### src/rtl/cache_mem_arbiter.sv
// cache_mem_arbiter
//   Shares one sram-like memory port between the i-cache and the d-cache.
//   Only one transaction is outstanding at a time. The d-cache normally
//   wins arbitration. A starvation counter forces an i-cache grant after
//   STARVE_MAX consecutive data grants made while the i-cache was waiting.
//
// Ports
//   clk, rst                  clock, synchronous active-low reset
//   inst_* (req/wr/size/addr/wdata in; rdata/addr_ok/data_ok out)
//                             i-cache request side
//   data_* (req/wr/size/addr/wdata in; rdata/addr_ok/data_ok out)
//                             d-cache request side
//   mem_*  (req/wr/size/addr/wdata out; rdata/addr_ok/data_ok in)
//                             shared memory / bridge side
//
// A transaction takes at least three cycles at zero memory latency:
// one arbitration cycle in IDLE, the address phase, and the data phase.

module cache_mem_arbiter #(
  parameter int STARVE_MAX = 4,
  parameter int STARVE_W   = 3
) (
  input  logic        clk,
  input  logic        rst,

  input  logic        inst_req,
  input  logic        inst_wr,
  input  logic [1:0]  inst_size,
  input  logic [31:0] inst_addr,
  input  logic [31:0] inst_wdata,
  output logic [31:0] inst_rdata,
  output logic        inst_addr_ok,
  output logic        inst_data_ok,

  input  logic        data_req,
  input  logic        data_wr,
  input  logic [1:0]  data_size,
  input  logic [31:0] data_addr,
  input  logic [31:0] data_wdata,
  output logic [31:0] data_rdata,
  output logic        data_addr_ok,
  output logic        data_data_ok,

  output logic        mem_req,
  output logic        mem_wr,
  output logic [1:0]  mem_size,
  output logic [31:0] mem_addr,
  output logic [31:0] mem_wdata,
  input  logic [31:0] mem_rdata,
  input  logic        mem_addr_ok,
  input  logic        mem_data_ok
);

  typedef enum logic [1:0] {
    IDLE,
    ADDR,
    DATA
  } state_t;

  localparam logic [STARVE_W-1:0] STARVE_LIM = STARVE_W'(STARVE_MAX);

  state_t              state;
  logic                owner;       // 0 = i-cache, 1 = d-cache
  logic [STARVE_W-1:0] starve_cnt;

  logic starved;
  logic grant_data;
  logic accept;

  // The i-cache is forced through only when it is actually waiting and
  // the d-cache has already won STARVE_MAX times in a row against it.
  assign starved    = (starve_cnt == STARVE_LIM);
  assign grant_data = data_req & ~(inst_req & starved);

  // Request is forwarded live from the owner so that an owner dropping its
  // request before acceptance simply withdraws it from memory.
  assign mem_req   = (state == ADDR) & (owner ? data_req : inst_req);
  assign mem_wr    = owner ? data_wr    : inst_wr;
  assign mem_size  = owner ? data_size  : inst_size;
  assign mem_addr  = owner ? data_addr  : inst_addr;
  assign mem_wdata = owner ? data_wdata : inst_wdata;

  assign accept       = mem_req & mem_addr_ok;
  assign inst_addr_ok = accept & ~owner;
  assign data_addr_ok = accept &  owner;

  // Data-done is only meaningful in DATA; stray pulses from memory in the
  // other states (e.g. left over from an abandoned transaction) are dropped.
  assign inst_data_ok = (state == DATA) & ~owner & mem_data_ok;
  assign data_data_ok = (state == DATA) &  owner & mem_data_ok;

  assign inst_rdata = mem_rdata;
  assign data_rdata = mem_rdata;

  // Arbitration, transaction phase tracking and starvation bookkeeping.
  // Reset abandons any in-flight transaction.
  always_ff @(posedge clk) begin
    if (!rst) begin
      state      <= IDLE;
      owner      <= 1'b0;
      starve_cnt <= '0;
    end else begin
      case (state)
        IDLE: begin
          if (inst_req | data_req) begin
            owner <= grant_data;
            state <= ADDR;
            if (grant_data) begin
              if (inst_req && !starved) begin
                starve_cnt <= starve_cnt + 1'b1;
              end
            end else begin
              starve_cnt <= '0;
            end
          end
        end
        ADDR: begin
          if (accept) begin
            state <= DATA;
          end else if (!mem_req) begin
            state <= IDLE;
          end
        end
        DATA: begin
          if (mem_data_ok) begin
            state <= IDLE;
          end
        end
        default: state <= IDLE;
      endcase
    end
  end

endmodule

### config.mk
export PLATFORM = sky130hd
export DESIGN_NAME = cache_mem_arbiter
export DESIGN_NICKNAME = d
export VERILOG_FILES = /design/src/rtl/cache_mem_arbiter.sv
export SDC_FILE = /design/constraint.sdc
export NUM_CORES = 1
export LEC_CHECK = 0
export ABC_AREA = 1
export BUFFER_PORTS_ARGS = -buffer_cell sky130_fd_sc_hd__buf_2
export CORE_AREA = 2 2 119 121
export CTS_BUF_LIST = sky130_fd_sc_hd__clkbuf_2
export CTS_CLUSTER_SIZE = 25
export DETAILED_ROUTE_END_ITERATION = 16
export DIE_AREA = 0 0 121 123
export SLEW_MARGIN = 20
export SYNTH_ARGS = -nofsm -noshare
export SYNTH_HDL_FRONTEND = slang
export SYNTH_SLANG_ARGS = --single-unit
### constraint.sdc
create_clock -name clk -period 1.25 [get_ports clk]
set_input_delay 0.125 -clock clk [delete_from_list [all_inputs] [get_ports clk]]
set_output_delay 0.125 -clock clk [all_outputs]
set_load 0.02 [all_outputs]
* Word level (Yosys, flattened, before mapping) *
Index checks and enable logic that the tools add are counted.

cells by class
  eq/ne operators = 7
  add/subtract/negate cells = 1
  bitwise gates (word level) = 13
  mux-type cells = 12
  reductions and logical operators = 6

operators by type and width
  kind                                                                    count
  32-bit 2-to-1 mux                                                       2
  1-bit AND                                                               10
  2-bit 2-to-1 mux                                                        5
  3-bit 2-to-1 mux                                                        2
  2-bit one-hot mux with 3 select lines                                   1
  3-bit AND reduction                                                     2
  2-bit != test (second input constant)                                   2
  3-bit by 1-bit adder with 3-bit output (second input constant)          1
  3-bit equality test (second input constant)                             1
  3-bit != test (second input constant)                                   1
  2-bit by 1-bit equality test with 1-bit output (second input constant)  1
  2-bit equality test (second input constant)                             1
  2-bit zero test                                                         1
  1-bit 2-to-1 mux                                                        2
  2-bit by 1-bit != test with 1-bit output (second input constant)        1
  1-bit inverter                                                          2
  2-bit AND reduction                                                     1
  1-bit logical AND                                                       1
  1-bit zero test                                                         1
  1-bit bitwise OR                                                        1

word-level totals
  input bits = 172
  flip-flop bits (word level) = 6
  word-level logic and storage cells = 42

* Longest topological paths before layout *
Gate-level depths: netlist of the first run.

  depth in word-level cells = 6
  gate-level depth with buffers = 7

* Least setup slack after synthesis of the first run *
Ideal clock, no wire load.

  path kind = register -> output
  from = reg owner
  to = out data_addr_ok
  stages on the path, launching flop included = 7
  arrival = 0.957 ns
  buffers on the path = 1
  setup slack = 0.168 ns
  data required time = 1.125 ns
  cell sequence = dfxtp_1 buf_6 inv_4 nand2_1 nand2_2 nand3_2 nor2_1

between the ends
  cells in the longest elaborated chain, start to end = 4

ends and longest elaborated chain
  item                      RTL line  RTL
  start: declaration        63        logic owner;
  start signal: assignment  106       owner <= grant_data;
  1-bit 2-to-1 mux          77        assign mem_req = (state == ADDR) & (owner ? data_req : inst_req);
  1-bit AND                 77
  1-bit AND                 83        assign accept = mem_req & mem_addr_ok;
  1-bit AND (*)             85        assign data_addr_ok = accept & owner;
  end: declaration          41        output logic data_addr_ok,

Mark *: on every way between the ends. The rest lies on a longest branch, timed or not.

* Worst setup path in the final report of the first run *
Ends and elaborated chain as after synthesis.

==> results of run 1 <==
-- layer usage --
metal  GRT usage  vias to the layer above
met5           0                        -
met4      0.0320                        0
met3      0.0175                       24
met2       0.136                      107
met1      0.0902                      960
li1            -                     1219
-- worst register-to-register path: cells and delay by family (launching register included) --
family | cells | cell delay, ns
and+or+nand+nor | 5 | 0.40
DFF | 1 | 0.35
buffers and inverters | 1 | 0.07
adders and majority gates | 1 | 0.19
-- what timing repair did --
item	4_1_cts	5_1_grt
setup endpoints to repair	65	72
gates resized for setup	103	14
buffers inserted	2	0
endpoints found under the hold margin	0	0
gates cloned	1	0
pin swaps	0	1
-- cell type report --
cell class | instances | area share
multi-input cells | 240 | 0.344
well taps | 180 | 0.0783
flip-flops and latches | 6 | 0.0431
repair buffers | 219 | 0.516
clock buffers | 3 | 0.00522
inverters | 8 | 0.0130
-- metrics by stage --
stage          utilization  area [um^2]  cells
5_1_grt              0.211         2880    656
4_1_cts              0.207         2820    656
2_1_floorplan            -         1680    333
3_5_place_dp         0.181         2460    650
3_3_place_gp         0.181         2460    650
6_report             0.211         2880    656
-- layout by cell type (no fill, tap or decap) --
| master | n |
|---|---|
| buf_8 | 1 |
| inv_2 | 1 |
| buf_6 | 40 |
| nand2_1 | 208 |
| inv_8 | 1 |
| inv_1 | 6 |
| buf_2 | 153 |
| o21ai_0 | 2 |
| clkbuf_2 | 3 |
| nor2_1 | 4 |
| dfxtp_4 | 1 |
| nand2_2 | 7 |
| nor2_4 | 1 |
| buf_4 | 21 |
| nand4_1 | 1 |
| nor2_2 | 4 |
| buf_16 | 2 |
| nand3_4 | 1 |
| buf_12 | 2 |
| dfxtp_1 | 5 |
| a21oi_1 | 3 |
| ha_1 | 2 |
| and2_4 | 1 |
| nand3_1 | 5 |
| nand3b_1 | 1 |
-- registers in the layout, summed over array words and instances, names as in the netlist --
register,count
starve_cnt,3
owner,1
state,2
-- power groups by stage --
stage	sequential, mW	clock (mW)	combinational, mW
6_report	0.222	0.133	1.49
3_5_place_dp	0.223	0	1.22
3_3_place_gp	0.222	0	1.21
5_1_grt	0.224	0.144	1.62
4_1_cts	0.222	0.140	1.47
2_1_floorplan	0.216	0	0.998
-- cells by family after synthesis --
logic type                 share of synthesized area
and+or+nand+nor                                0.538
buffers and inverters                          0.361
DFF                                           0.0715
AOI/OAI and AO/OA                             0.0149
adders and majority gates                     0.0149
-- worst min path at each step --
stage	cells after the start	from	endpoint
after CTS	3	rst	owner
after detailed placement	0	mem_rdata[7]	data_rdata[7]
after global routing	3	mem_data_ok	state[1]
final	3	mem_data_ok	state[1]
after floorplan	2	rst	owner
after global placement	0	mem_rdata[7]	data_rdata[7]
==> impl_metrics.csv, run 1 <==
group,metric,value,unit
run_status,status,"complete, but fails checks",
run_status,violations,"setup timing",
synth,synthTopCellsByArea,"nand2_1 (48%), buf_4 (29%), dfxtp_1 (7.1%)",
routing,drtAntennaViolNets,0,
setup_path,r2r_end,"starve_cnt[2]",
placed_design,pre_cts_ws,0.0211,ns
power,power.internal,0.958,mW
floorplan,die_h,123,um
sta,min_period,1.34,ns
sta,timing.final.hold_violations,0,
setup_path,crit_path_start_kind,"flop",
setup_path,rrSetupSlack,0.17,ns
min_path,hp-class,"in2reg",
setup_path,r2r-start,"starve_cnt[0]",
power,p_seq_frac,0.120,
routing,first_pass_iters,4,
setup_path,path_max_fanout,4,
sta,setup_violations,52,
sta,drv_slew,0,
synth,syn_inst,333,
power,finalPower,1.84,mW
power,p_switching,0.885,mW
routing,via_per_inst,3.52,
synth,ys_types,19,
setup_path,crit_chain,"buf_6, nand2_2, nand2_2, nand3_4, nor2_2, buf_4",
routing,dr_wl_met2,3460,um
power,combPwrFrac,0.807,
cts,cts_max_path_buffers,2,
routing,met3_length,582,um
cts,clock-root-buffer,"clkbuf_2",
sta,achievable-frequency,745,MHz
setup_path,reg2regPathDepth,7,
routing,drc,0,
sta,relSlewSlack,0.813,
layout,final_layout_size_suffix_gt1_frac,0.502,
grt,grt_pass1_wl,9350,um
floorplan,core_area,13600,um^2
floorplan,rows,43,
placed_design,post-dp-hpwl,5360,um
sta,fin_tns_setup,-1.67,ns
power,power_frac_clock,0.072,
power,p_leak,1.77,nW
setup_path,cp_slowest_cell,"dfxtp_4",
sta,holdWs,0.196,ns
layout,fill_cells,1589,
sta,post-route-period-util,1.07,
placed_design,gp_congestion,0.760,
synth,synth_top_cell_by_area,"nand2_1",
setup_path,worst_path_largest_cell_delay,0.41,ns
routing,maxUsedRoutingLayer,"met4",
setup_path,path_class,"reg2out",
layout,synthToLayoutAreaGrowth,71.2,%
grt,grt_overflow,0,
power,ir_worst_vdd,0.408,mV
synth,synth_edf_count,0,
floorplan,die_w,121,um
grt,antenna_found_initial,0,
placed_design,port_buffers,211,
routing,wirelength,6910,um
power,p_per_area,640,nW/um^2
setup_path,required,1.12,ns
synth,ys_ff_latch,6,
grt,grt_use_total,0.0771,
routing,drt-met1-wl,2650,um
layout,nets,652,
synth,synth-seq-area-share,0.0715,
grt,grt_pass1_vias,2014,
synth,async_reset_ff_frac,0,
synth,syn_area,1680,um^2
setup_path,cp-end-kind,"output pin",
floorplan,die-area,14900,um^2
synth,yosys-top-cells-count,"nand2_1 (213), buf_4 (64), buf_2 (12)",
setup_path,worst-path-buf-inv,2,
floorplan,ios,308,
cts,cts.sinks,6,
synth,syn-num-nets,507,
routing,drt-initial-drc-count,78,
synth,synth_top_area_share,0.476,
synth,synth.most_common_cell,"nand2_1",
synth,synth.avg_cell_area,5.05,um^2
job,drv_cap,0,
sta,setup_ws,-0.0925,ns
setup_path,worstPathArrival,1.22,ns
cts,ctsHoldBuffers,0,
setup_path,cp_common_cell,"nand2_2",
grt,grt_start_max_net_pins,35,
setup_path,path_depth,6,
sta,rsz0062_at_grt,"yes",
sta,worst_pin_slew,0.278,ns
layout,seq_area,124,um^2
cts,h-tree-depth,1,
floorplan,start_util,0.123,
synth,yosysWarnings,0,
sta,finalClockSkew,0.00359,ns
power,power.share.switching,0.480,
cts,worst_skew_pair.late_latency,0.22,ns
setup_path,cp-endpoint,"data_addr_ok",
cts,cts_tree,"yes",
routing,routedWlPerCell,10.5,um
setup_path,path_delay_family,"flip-flops",
synth,synthFlopType,"dfxtp_1",
layout,num_antenna_cells,0,
layout,multiInputGateArea,991,um^2
routing,via_count,2310,
cts,numCtsBuffers,3,
setup_path,setup.worst_path.start,"owner",
cts,path_clk_slew,0.06,ns
No activity file was read; power rests on OpenSTA's default activity.
==> inputs of run 2 (changes only) <==
Settings changed: ABC_AREA 1 to unset, CORE_AREA 2 2 119 121 to 2 2 121 123, DIE_AREA 0 0 121 123 to 0 0 123 125, HOLD_SLACK_MARGIN set to 0.06.
Clock period 1.25 ns to 1.34 ns, I/O delays scaled along.
==> impl_metrics.csv, run 2 <==
group,metric,value,unit
placed_design,port_buffers,211,
routing,drt-initial-drc-count,29,
sta,achievable-frequency,653,MHz
synth,syn-num-nets,354,
synth,synth_top_cell_by_area,"mux2_2",
floorplan,die-area,15400,um^2
run_status,status,"complete, but fails checks",
setup_path,crit_chain,"buf_12, mux2_2, buf_4",
synth,synth-compound-area-share,0.0337,
placed_design,place_area,2480,um^2
grt,grt_pass1_wl,9650,um
placed_design,post-dp-hpwl,6390,um
layout,reg.largest.list,"starve_cnt x3, state x2, owner x1",
layout,nets,505,
power,p_per_area,596,nW/um^2
power,ir_worst_vdd,0.266,mV
cts,path_clk_slew,0.08,ns
synth,yosys.area_share.simple,0.0843,
cts,cts_max_path_buffers,2,
grt,antenna_found_initial,0,
layout,fill_cells,1574,
cts,clock-root-buffer,"clkbuf_2",
setup_path,setup.worst_path.start,"owner",
layout,final_cell_mix,"buf_2 (165), buf_6 (43), mux2_4 (38)",
setup_path,cp-endpoint,"mem_addr[2]",
min_path,min_from,"mem_addr_ok",
setup_path,path_max_fanout,20,
job,drv_cap,0,
synth,syn_inst,180,
setup_path,worst-path-buf-inv,2,
layout,mostFrequentLayoutCell,"buf_2",
setup_path,cp-end-kind,"output pin",
synth,async_reset_ff_frac,0,
grt,grt_use_total,0.0845,
grt,grt_overflow,0,
synth,synthFlopType,"dfxtp_1",
power,p_seq_frac,0.119,
floorplan,rows,44,
layout,synthToLayoutAreaGrowth,80.5,%
setup_path,required,1.21,ns
sta,holdWs,0.208,ns
floorplan,ios,308,
setup_path,worst_path_largest_cell_delay,0.44,ns
layout,multiInputGateArea,1140,um^2
synth,synth-seq-area-share,0.0736,
setup_path,r2r-start,"owner",
synth,ys_ff_latch,6,
synth,synthTopCellsByArea,"mux2_2 (46%), buf_4 (30%), dfxtp_1 (7.4%)",
placed_design,gp_congestion,0.817,
layout,regMostFlops,"starve_cnt",
setup_path,r2r_end,"state[1]",
synth,yosys-top-cells-count,"mux2_2 (67), buf_4 (65), buf_2 (7)",
setup_path,path_class,"reg2out",
power,combPwrFrac,0.796,
sta,drv_slew,0,
sta,relSlewSlack,0.836,
routing,routedWlPerCell,14.4,um
cts,worst_skew_pair.late_latency,0.23,ns
sta,fin_tns_setup,-9.76,ns
power,p_leak,1.51,nW
setup_path,path_delay_family,"flip-flops",
synth,yosysWarnings,0,
cts,cts.sinks,6,
sta,finalClockSkew,0.0238,ns
routing,wirelength,7420,um
power,p_switching,0.726,mW
sta,timing.final.hold_violations,0,
grt,grt_pass1_vias,1727,
synth,synth_top_area_share,0.462,
layout,fin_area,2950,um^2
setup_path,worstPathArrival,1.40,ns
synth,synth.avg_cell_area,9.07,um^2
sta,setup_ws,-0.192,ns
sta,post-route-period-util,1.14,
power,power.internal,1.03,mW
synth,synth_top_family_by_area,"multiplexers",
sta,setup_violations,70,
synth,synth.most_common_cell,"mux2_2",
routing,drc,0,
floorplan,core_area,14200,um^2
setup_path,cp_slowest_cell,"dfxtp_4",
layout,largest_reg_flops,3,
cts,h-tree-depth,1,
layout,final_layout_size_suffix_gt1_frac,0.903,
min_path,hp-class,"in2reg",
power,power.share.switching,0.413,
setup_path,crit_path_start_kind,"flop",
routing,drtAntennaViolNets,0,
cts,numCtsBuffers,3,
synth,synthMuxAreaShare,0.468,
layout,seq_area,125,um^2
setup_path,reg2regPathDepth,4,
sta,rsz0062_at_grt,"yes",
setup_path,path_depth,3,
power,finalPower,1.76,mW
setup_path,rrSetupSlack,0.04,ns
floorplan,die_h,125,um
floorplan,die_w,123,um
run_status,violations,"setup timing",
routing,first_pass_iters,4,
synth,synth_edf_count,0,
cts,cts_tree,"yes",
layout,fin_util,0.208,
sta,min_period,1.53,ns
synth,synth_xor_area_frac,0,
grt,grt_start_max_net_pins,22,
routing,via_per_inst,3.60,
sta,worst_pin_slew,0.246,ns
synth,synthAdderAreaFrac,0.0153,
routing,via_count,1850,
synth,ys_types,24,
layout,num_antenna_cells,0,
synth,syn_area,1630,um^2
floorplan,start_util,0.115,
power,power_frac_clock,0.085,
[run 2: repair_timing]
item / in CTS / in global routing
setup endpoints to repair: 72 / 73
setup buffers: 3 / 0
resized for setup: 70 / 62
pin swaps: 1 / 2
hold buffers: 0 / 0
gates cloned: 2 / 0
[run 2: worst min path at each step]
stage	cells past startpoint	end
finish	2	state[1]
global route	2	state[1]
CTS	2	state[1]
detailed placement	0	inst_rdata[31]
global placement	0	inst_rdata[31]
floorplan	1	owner
[run 2: layout make-up]
type,count,area share
Inverter,2,0.00255
Clock buffer,4,0.00679
Multi-Input combinational cell,100,0.388
Timing Repair Buffer,218,0.483
Tap cell,184,0.0781
Sequential cell,6,0.0424
[run 2: cell families after synthesis]
kind of cell / Yosys count
muxes: 68
adders and majority gates: 2
DFF: 6
AOI/OAI and AO/OA: 7
and+or+nand+nor: 23
buffers and inverters: 74
[run 2: stage by stage]
stage                     std cells  setup slack (ns)
after floorplan                 180           -0.0259
after global placement          507            0.0467
after detailed placement        507            0.0383
after CTS                       516            -0.230
after global routing            514            -0.276
final                           514            -0.192
[run 2: power by group through the flow]
| stage | registers [mW] | logic, mW | clock network, mW |
|---|---|---|---|
| after floorplan | 0.200 | 0.928 | 0 |
| after global placement | 0.209 | 1.13 | 0 |
| after detailed placement | 0.210 | 1.13 | 0 |
| after CTS | 0.209 | 1.32 | 0.162 |
| after global routing | 0.211 | 1.48 | 0.176 |
| final | 0.209 | 1.40 | 0.150 |
[run 2: per-layer routing]
metal | vias to the layer above | GRT usage | routed length, um
li1 | 865 | - | -
met1 | 816 | 0.0963 | 2710
met2 | 159 | 0.158 | 3800
met3 | 10 | 0.0151 | 762
met4 | 0 | 0.0247 | 148
met5 | - | 0 | 0
==> inputs of run 3 (changes only) <==
Clock period 1.34 ns to 1.3 ns, I/O delays scaled along.
==> impl_metrics.csv, run 3 (synthesized netlist as in run 2, its figures left out) <==
group,metric,value,unit
run_status,status,"complete, but fails checks",
run_status,violations,"setup timing",
sta,worst_pin_slew,0.250,ns
setup_path,required,1.17,ns
job,drv_cap,0,
sta,drv_slew,0,
routing,drc,0,
layout,mostFrequentLayoutCell,"buf_2",
cts,numCtsBuffers,3,
floorplan,rows,44,
sta,achievable-frequency,653,MHz
grt,grt_start_max_net_pins,35,
routing,via_count,1806,
cts,worst_skew_pair.late_latency,0.24,ns
sta,finalClockSkew,0.0113,ns
cts,ctsHoldBuffers,0,
layout,fin_util,0.194,
setup_path,crit_chain,"buf_12, mux2_2, buf_2",
power,p_per_area,613,nW/um^2
placed_design,pre_cts_ws,-0.0128,ns
floorplan,start_util,0.115,
routing,drt-initial-drc-count,44,
setup_path,path_class,"reg2out",
cts,clock-root-buffer,"clkbuf_2",
grt,grt_use_total,0.0798,
sta,min_period,1.53,ns
routing,wirelength,7280,um
grt,grt_overflow,0,
cts,h-tree-depth,1,
grt,met1_usage,0.0865,
grt,grt_pass1_wl,9290,um
grt,use_met3,0.0114,
placed_design,port_buffers,211,
sta,setup_violations,71,
sta,fin_tns_setup,-14.33,ns
layout,largest_reg_flops,3,
layout,fin_area,2750,um^2
routing,drtAntennaViolNets,0,
layout,seq_area,128,um^2
floorplan,die_h,125,um
floorplan,ios,308,
sta,holdWs,0.175,ns
setup_path,crit_path_start_kind,"flop",
sta,setup_ws,-0.231,ns
placed_design,post-dp-hpwl,5970,um
cts,cts_max_path_buffers,2,
placed_design,place_area,2470,um^2
layout,fill_cells,1597,
layout,multiInputGateArea,1070,um^2
sta,post-route-period-util,1.18,
routing,routedWlPerCell,14.1,um
setup_path,cp-end-kind,"output pin",
setup_path,cp_slowest_cell,"dfxtp_4",
routing,first_pass_iters,4,
setup_path,worst_path_largest_cell_delay,0.44,ns
layout,regMostFlops,"starve_cnt",
sta,timing.final.hold_violations,0,
setup_path,worstPathArrival,1.40,ns
power,p_leak,1.40,nW
layout,reg.largest.list,"starve_cnt x3, state x2, owner x1",
floorplan,die-area,15400,um^2
layout,final_layout_size_suffix_gt1_frac,0.900,
grt,grt_pass1_vias,1754,
placed_design,gp_congestion,0.823,
layout,synthToLayoutAreaGrowth,68.5,%
grt,met2_usage,0.158,
cts,cts.sinks,6,
layout,num_antenna_cells,0,
floorplan,core_area,14200,um^2
layout,final_cell_mix,"buf_2 (191), mux2_2 (50), buf_6 (20)",
grt,antenna_found_initial,0,
sta,relSlewSlack,0.833,
sta,rsz0062_at_grt,"yes",
cts,cts_tree,"yes",
routing,via_per_inst,3.51,
power,ir_worst_vdd,0.214,mV
layout,nets,506,
floorplan,die_w,123,um
cts,path_clk_slew,0.08,ns
grt,grt-busiest-layer,"met2",
min_path,hp-class,"in2reg",
setup_path,path_max_fanout,16,
==> run 3: final cells by class <==
type / instances / share of cell area
multi-input cells: 100 / 0.389
inverters: 2 / 0.00273
well taps: 184 / 0.0837
clock buffers: 4 / 0.00728
repair buffers: 219 / 0.471
flip-flops and latches: 6 / 0.0464
==> run 3: final timing paths <==
kind              cells after the start           from  slack, ns             to
setup / recovery                      3          owner      -0.23   mem_addr[27]
hold / removal                        2    mem_addr_ok       0.17       state[1]
setup reg to reg                      4          owner       0.02       state[1]
hold reg to reg                       2  starve_cnt[1]       0.48  starve_cnt[1]
==> run 3: stage by stage <==
stage / total power [mW] / cells
CTS: 1.67 / 514
floorplan: 1.16 / 180
finish: 1.69 / 515
global route: 1.80 / 515
global placement: 1.37 / 508
detailed placement: 1.37 / 508
==> run 3: power breakdown <==
| group | switching, mW | internal, mW |
|---|---|---|
| sequential | 0.0220 | 0.194 |
| clock | 0.0858 | 0.0817 |
| combinational | 0.629 | 0.675 |
| total | 0.737 | 0.950 |
==> run 3: repair_timing <==
| item | 4_1_cts | 5_1_grt |
|---|---|---|
| hold endpoints to repair | 0 | 0 |
| gates resized for setup | 43 | 20 |
| gates cloned | 1 | 1 |
| buffers inserted | 1 | 1 |
| pin swaps | 3 | 0 |
| endpoints found under the setup margin | 72 | 72 |
==> run 3: worst max-delay path, delay by kind of cell, from the launching register on <==
kind | cells | cell delay, ns
muxes | 1 | 0.35
DFF | 1 | 0.44
buffers and inverters | 2 | 0.35
==> run 3: per-layer routing <==
metal  vias to the layer above  part of all wire  wire length (um)
met4                         0             0.017               126
li1                        870                 -                 -
met1                       813              0.37              2690
met3                        18             0.091               663
met5                         -                 0                 0
met2                       105              0.52              3800
